### config.mk
export PLATFORM = sky130hd
export DESIGN_NAME = alu
export DESIGN_NICKNAME = d
export VERILOG_FILES = /design/src/rtl/alu.sv
export SDC_FILE = /design/constraint.sdc
export NUM_CORES = 1
export LEC_CHECK = 0
export ABC_AREA = 1
export ABC_CLOCK_PERIOD_IN_PS = 1100
export CAP_MARGIN = 20
export CORE_ASPECT_RATIO = 0.5
export CORE_UTILIZATION = 30
export CTS_CLUSTER_DIAMETER = 30
export DETAILED_ROUTE_END_ITERATION = 7
export GPL_ROUTABILITY_DRIVEN = 0
export MAX_ROUTING_LAYER = met4
export PLACE_DENSITY_LB_ADDON = 0.08
export SYNTH_ARGS = -nofsm -noshare
export SYNTH_HDL_FRONTEND = slang
export SYNTH_SLANG_ARGS = --single-unit
### constraint.sdc
create_clock -name clk -period 1.1 [get_ports clk]
set_clock_uncertainty 0.2 [all_clocks]
set_input_delay 0.22 -clock clk [delete_from_list [all_inputs] [get_ports clk]]
set_output_delay 0.22 -clock clk [all_outputs]
set_load 0.01 [all_outputs]
### src/rtl/alu.sv
// Single-cycle registered ALU: add/sub with signed overflow, logic ops, load-upper, set-less-than.
// Optional feature: define ALU_SLTU_EN to enable unsigned set-less-than on af=1011.
module alu #(
  parameter int n = 32
) (
  input  logic         clk,
  input  logic         rst_n,
  input  logic [n-1:0] a,
  input  logic [n-1:0] b,
  input  logic [3:0]   af,
  input  logic         i,
  output logic [n-1:0] alures,
  output logic         ovfalu
);

  typedef struct packed {
    logic [n-1:0] res;
    logic         ovf;
  } alu_rsp_t;

  logic [n-1:0] sum, diff;
  logic         ovf_add, ovf_sub, slt, sltu;
  alu_rsp_t     rsp_d;

  assign sum  = a + b;
  assign diff = a - b;

  // Overflow only when the operand signs make the true result unrepresentable.
  assign ovf_add = (a[n-1] == b[n-1]) && (sum[n-1]  != a[n-1]);
  assign ovf_sub = (a[n-1] != b[n-1]) && (diff[n-1] != a[n-1]);
  assign slt     = $signed(a) < $signed(b);
  assign sltu    = a < b;

  always_comb begin
    rsp_d = '0;
    unique case (af)
      4'b0000: begin rsp_d.res = sum; rsp_d.ovf = ovf_add; end
      4'b0001: rsp_d.res = sum;
      4'b0010: begin rsp_d.res = diff; rsp_d.ovf = ovf_sub; end
      4'b0011: rsp_d.res = diff;
      4'b0100: rsp_d.res = a & b;
      4'b0101: rsp_d.res = a | b;
      4'b0110: rsp_d.res = a ^ b;
      4'b0111: rsp_d.res = i ? {b[15:0], {(n-16){1'b0}}} : ~(a | b);
      4'b1010: rsp_d.res = {n{slt}};
`ifdef ALU_SLTU_EN
      4'b1011: rsp_d.res = {n{sltu}};
`endif
      default: rsp_d = '0;
    endcase
  end

`ifndef ALU_SLTU_EN
  logic unused_sltu;
  assign unused_sltu = sltu;
`endif

  always_ff @(posedge clk or negedge rst_n) begin
    if (!rst_n) begin
      alures <= '0;
      ovfalu <= 1'b0;
    end else begin
      alures <= rsp_d.res;
      ovfalu <= rsp_d.ovf;
    end
  end

endmodule

==> metrics.md <==
| Metric | Value |
|---|---|
| Status | `finished, violations left` |
| Failing checks | `setup timing` |
| Kind of path behind the tightest hold check | `primary input to flop` |
| Ratio of cells with drive above 1 in the final layout | `49.0%` |
| F_max | `0.494 GHz` |
| Worst Hold Launch | `a[31]` |
| Global-route wire length before repair | `61.9 mm` |
| Largest driver fanout on the critical path | `4` |
| Net count after synthesis | `1611` |
| Leakage | `7.53 nW` |
| Post-Syn Instances | `1430` |
| Dominant register cell in the synthesized netlist | `sky130_fd_sc_hd__dfrtp_1` |
| Clock root buffer | `sky130_fd_sc_hd__clkbuf_16` |
| Count of standard-cell rows | `41` |
| Routed vias/inst | `4.91` |
| Maximum number of pins on one net before global-route repair | `34` |
| Timing startpoint of the critical path | `a[11]` |
| Summed instance area of the synthesized netlist | `8000 µm²` |
| Clock buffers created by TritonCTS | `5` |
| Initial antenna violation count | `2` |
| Utilization after layout | `55.1%` |
| RSZ-0062 raised after global routing | `yes` |
| Io pins | `104` |
| Max-Cap Viols | `0` |
| Count of flip-flops with a built-in enable after synthesis | `0` |
| IO Port Bufs | `103` |
| Number of nets still failing antenna checks after routing | `0` |
| Routed length per placed instance | `18.1 µm` |
| Unique cell type count in the Yosys netlist | `42` |
| Core outline area | `25700 µm²` |
| Critical setup path kind | `primary input to flop` |
| Mean instance size in the synthesized netlist | `5.60 µm²` |
| Final slew viol count | `0` |
| CTS tree | `built` |
| Kind of capture point of the worst setup path | `flop` |
| Fill cell count | `2547` |
| Initial cell density of the core | `31.1%` |
| Worst Max-Slew Pin Slew | `0.443 ns` |
| Period minus WS final | `2.02 ns` |
| Clock tree buffer depth | `2` |
| Net count reported at finish | `2065` |
| Worst setup SP type | `primary input` |
| Iteration count of the initial detailed-routing pass | `6` |
| Final HPWL from detailed placement | `32.5 mm` |
| Part of the Yosys area used for sequential elements | `10.3%` |
| Arrival @ worst endpoint | `2.00 ns` |
| Sum of negative setup slack | `-33.70 ns` |
| Iteration-0 DRC Markers | `1105` |
| Combined global-route utilization of all metal layers | `30.6%` |
| Post-synthesis sequential element count | `33` |
| Yosys synthesis warning count | `0` |
| Min setup slack post-route | `-0.925 ns` |
| Count of final setup violators | `66` |
| Commonest cells post-synth | `428 x sky130_fd_sc_hd__nand2_1, 285 x sky130_fd_sc_hd__inv_1, 126 x sky130_fd_sc_hd__nor2_1, 113 x sky130_fd_sc_hd__nand3_1, 108 x sky130_fd_sc_hd__ha_1` |
| Via Count | `10900` |
| Top post-synthesis cells by area | `sky130_fd_sc_hd__nand2_1 20%, sky130_fd_sc_hd__ha_1 17%, sky130_fd_sc_hd__inv_1 13%` |
| Post-Route WL | `40.4 mm` |
| Power density over the cells | `692 nW/µm²` |
| Remaining DRCs | `0` |
| Number of clock sinks | `33` |
| Die outline area | `27400 µm²` |
| Worst IR Drop VDD | `0.477 mV` |
| Slew margin rel. | `70.3%` |
| Most numerous cell in the Yosys netlist | `sky130_fd_sc_hd__nand2_1` |
| H-tree depth | `2` |
| Worst-path clk slew | `0.06 ns` |
| Hold Fails Final Rpt | `0` |
| Ratio of final minimum period to clock period | `184%` |
| Critical path data required time | `1.08 ns` |
| Cell type contributing the most total cell area after synthesis | `sky130_fd_sc_hd__nand2_1` |
| Area share of the leading cell type in the synthesized netlist | `20.1%` |
| Area delta synth->final | `76.8%` |
| Vias in the first global route | `10900` |
| Async SR Flop Fraction | `100%` |
| Grt ovf | `0` |
| Die Y-Extent | `117 µm` |
| Die span in x | `233 µm` |
## cells in the final DEF (no fill, tap or decap), types with 6 or more instances in the layout
master                              n
sky130_fd_sc_hd__inv_2             95
sky130_fd_sc_hd__nor2_2            21
sky130_fd_sc_hd__a21oi_2           19
sky130_fd_sc_hd__clkbuf_2          17
sky130_fd_sc_hd__buf_2             59
sky130_fd_sc_hd__nor2_4            27
sky130_fd_sc_hd__buf_12            15
sky130_fd_sc_hd__nor3_1            14
sky130_fd_sc_hd__nor3_2            10
sky130_fd_sc_hd__a211oi_1           6
sky130_fd_sc_hd__inv_1            186
sky130_fd_sc_hd__buf_6             45
sky130_fd_sc_hd__ha_4              45
sky130_fd_sc_hd__clkdlybuf4s15_2    7
sky130_fd_sc_hd__a21oi_4            8
sky130_fd_sc_hd__inv_4              6
sky130_fd_sc_hd__nand4_2           12
sky130_fd_sc_hd__o21ai_1            9
sky130_fd_sc_hd__ha_1              52
sky130_fd_sc_hd__nand4_4           11
sky130_fd_sc_hd__nand4_1            9
sky130_fd_sc_hd__ha_2              11
sky130_fd_sc_hd__o21ai_0           49
sky130_fd_sc_hd__a221oi_1           7
sky130_fd_sc_hd__nand2_1          330
sky130_fd_sc_hd__nand3_4            6
sky130_fd_sc_hd__nand3b_1           7
sky130_fd_sc_hd__nand2_2           89
sky130_fd_sc_hd__o22ai_1           10
sky130_fd_sc_hd__nand2_4           19
sky130_fd_sc_hd__nor2_1            84
sky130_fd_sc_hd__a21oi_1           50
sky130_fd_sc_hd__nand3_2           26
sky130_fd_sc_hd__buf_4            337
sky130_fd_sc_hd__nand3_1           84
sky130_fd_sc_hd__dfrtp_1           33
## metal layers
layer / GRT usage, % / routed length (µm) / part of all wire [%] / vias up
li1: - / - / - / 5372
met1: 42.8 / 19100 / 47 / 5063
met2: 45.3 / 17300 / 43 / 454
met3: 5.81 / 3460 / 8.6 / 45
met4: 6.33 / 637 / 1.6 / 0
met5: - / 0 / 0 / -
## repair_timing
item,in CTS,in global routing
buffers inserted,49,17
resized for setup,761,135
hold endpoints to repair,33,0
cloned,1,0
hold buffers,1,0
setup endpoints to repair,66,66
pin swaps,142,48
## through the flow
stage               setup slack, ns  instances  cell area, µm²  total power [mW]  hold slack [ns]
floorplan                    -0.931       1430            8240              4.00           -0.276
global placement              -1.86       2155           12000              6.84           0.0144
detailed placement            -1.86       2155           12000              6.87           0.0174
CTS                          -0.942       2212           13900              9.40            0.193
global route                  -1.03       2229           14200              10.4            0.133
finish                       -0.925       2229           14200              9.80            0.113
## state kept, by name, summed over array words and instances, names as in the netlist
name,cells
ovfalu,1
alures,32
## worst max-delay path, cell delays in order
cell	delay, ns
sky130_fd_sc_hd__clkdlybuf4s15_1	0.21
sky130_fd_sc_hd__inv_2	0.06
sky130_fd_sc_hd__ha_4	0.31
sky130_fd_sc_hd__buf_6	0.14
sky130_fd_sc_hd__nand2_4	0.08
sky130_fd_sc_hd__nor2_2	0.18
sky130_fd_sc_hd__buf_4	0.15
sky130_fd_sc_hd__nand2_1	0.10
sky130_fd_sc_hd__nor3_2	0.12
sky130_fd_sc_hd__nand2_1	0.10
sky130_fd_sc_hd__nand2_1	0.09
sky130_fd_sc_hd__nand2_1	0.07
sky130_fd_sc_hd__nand3_2	0.08
sky130_fd_sc_hd__nand4_2	0.09
## final cells by class
| cell class | instances | area, µm² | area share [%] |
|---|---|---|---|
| Clock buffer | 7 | 143 | 1.01 |
| Multi-Input combinational cell | 1058 | 7640 | 54.0 |
| Antenna cell | 1 | 2.50 | 0.0177 |
| Timing Repair Buffer | 494 | 3970 | 28.1 |
| Inverter | 292 | 1130 | 8.01 |
| Tap cell | 344 | 430 | 3.04 |
| Sequential cell | 33 | 826 | 5.84 |
## final timing paths
path                         endpoint  cells past startpoint
min in group asynchronous   alures[3]                      3
max in group asynchronous  alures[23]                      3
hold / removal                 ovfalu                      4
setup / recovery           alures[27]                     14
## logic make-up (layout without fill, tap and decap cells)
group / after synthesis / in the layout / share of synthesized area [%]
buffers and inverters: 339 / 793 / 16.9
AOI/OAI and AO/OA: 184 / 184 / 13.0
and+or+nand+nor: 764 / 764 / 42.4
other: 0 / 1 / 0
adders and majority gates: 110 / 110 / 17.4
DFF: 33 / 33 / 10.3
## report_power, final
part	internal [mW]	switching [mW]	leakage, nW
logic	3.08	3.72	7.03
registers	1.37	0.0669	0.426
clock network	0.894	0.661	0.0700
No activity file was read; power rests on OpenSTA's default activity.
==> variant: new RTL, same settings <==
Add a define of `ALU_SLTU_EN`.
--- a/src/rtl/alu.sv
+++ b/src/rtl/alu.sv
@@ -2,2 +2,4 @@
 // Optional feature: define ALU_SLTU_EN to enable unsigned set-less-than on af=1011.
+`define ALU_SLTU_EN
+
 module alu #(
Formal check against the unedited RTL: not equivalent (Yosys sat finds a counterexample within 4 cycles, from zero or initial values and one cycle with rst_n low).
==> variant against the unedited design <==
The run still ends with negative setup slack left; setup slack got worse by 0.11 ns; sequential cell count unchanged; routed wire length fell by 1.1%; cell count is 0.27% lower; first-iteration DRC count is 13% lower; fmax decreased by 5.3%; final area fell by 0.66%; area after synthesis decreased by 2.3%; power grew 1.6%; critical path depth is 4 higher; hold slack got worse by 0.014 ns; largest cell class unchanged; highest routed layer unchanged.
==> variant: results (changes against the unedited design) <==
INFO  metric critical-path-slowest-cell = fa_2
INFO  metric yosysSeqAreaShare = 10.6% (+0.24 points)
INFO  metric violated_checks = negative setup slack
INFO  metric grt_use_met3 = 4.91% (-0.91 points)
INFO  metric cts_setup_buffers = 53 (+8.2%)
INFO  metric vdd.ir_drop.worst = 0.000541 V (+13%)
INFO  metric outcome = finished, violations left
INFO  metric adder_and_majority_gate_portion_of_the_synthesized_area = 17.8% (+0.41 points)
INFO  metric final_cell_count_no_fill = 2223 (-0.27%)
INFO  metric detailroute.wirelength.met3 = 3350 um (-3.3%)
INFO  metric grtUsageMet2 = 48.5% (+3.1 points)
INFO  metric synth.cells.most_frequent = nand2_1, inv_1, nor2_1
INFO  metric route.met2.wl = 17600 um (+1.9%)
INFO  metric avgRoutedWirePerCell = 18.0 um (-0.82%)
INFO  metric dp_hpwl = 31200 um (-4.1%)
INFO  metric drtIter0Drc = 960 (-13%)
INFO  metric setup.worst_path.end = alures[5]
INFO  metric cpPeakStageDelay = 0.40 ns (+0.09 ns)
INFO  metric setup_viol = 66 (unchanged)
INFO  metric first_global_vias = 10900 (+0.42%)
INFO  metric synth_xor_area_share = 0.112% (+0.11 points)
INFO  metric postPlaceCellArea = 0.0117 mm2 (-1.8%)
INFO  metric dpl.cell_count = 2143 (-0.56%)
INFO  metric met1_usage = 38.9% (-3.9 points)
INFO  metric global_route_wire_length_before_repair = 60000 um (-3.2%)
INFO  metric fin_setup_tns = -36.80 ns (-3.10 ns)
INFO  metric fillers = 2519 (-1.1%)
INFO  metric post-place-ws = -1.82 ns (+0.0431 ns)
INFO  metric max-slew-margin-rel = 72.7% (+2.4 points)
INFO  metric hold_class = input pin to asynchronous set/reset pin
INFO  metric antenna_cells = 0 (-1)
INFO  metric netlist-cell-type-count = 41 (-2.4%)
INFO  metric post-route-worst-setup-slack = -1.04 ns (-0.113 ns)
INFO  metric grt_antenna_before_repair = 1 (-1)
-- variant: cell types whose count changed in the layout (fill, tap and decap cells not counted), moves of 10 or more --
| cell | unedited run | this run |
|---|---|---|
| buf_2 | 59 | 33 |
| buf_4 | 337 | 348 |
| buf_6 | 45 | 30 |
| dlygate4sd2_1 | 0 | 32 |
| nand2_1 | 330 | 319 |
| nand2_2 | 89 | 103 |
| nand4_2 | 12 | 0 |
| nand4_4 | 11 | 0 |
| nor2_1 | 84 | 73 |
| nor2_2 | 21 | 31 |
-- variant: final cells by class --
class	count	area (um2)	share of cell area (%)
inverters	295	1150	8.17
clock buffers	6	139	0.988
flip-flops and latches	33	826	5.87
multi-input cells	1048	7410	52.7
repair buffers	495	4070	29.0
clock inverters	2	37.5	0.267
well taps	344	430	3.06
-- variant: power by group --
group	leakage (nW)	internal [mW]	total [mW]	switching, mW
Combinational	7.03	3.04	6.78	3.73
Clock	0.0831	1.13	1.73	0.600
Sequential	0.419	1.38	1.44	0.0577
Total	7.53	5.56	9.95	4.39
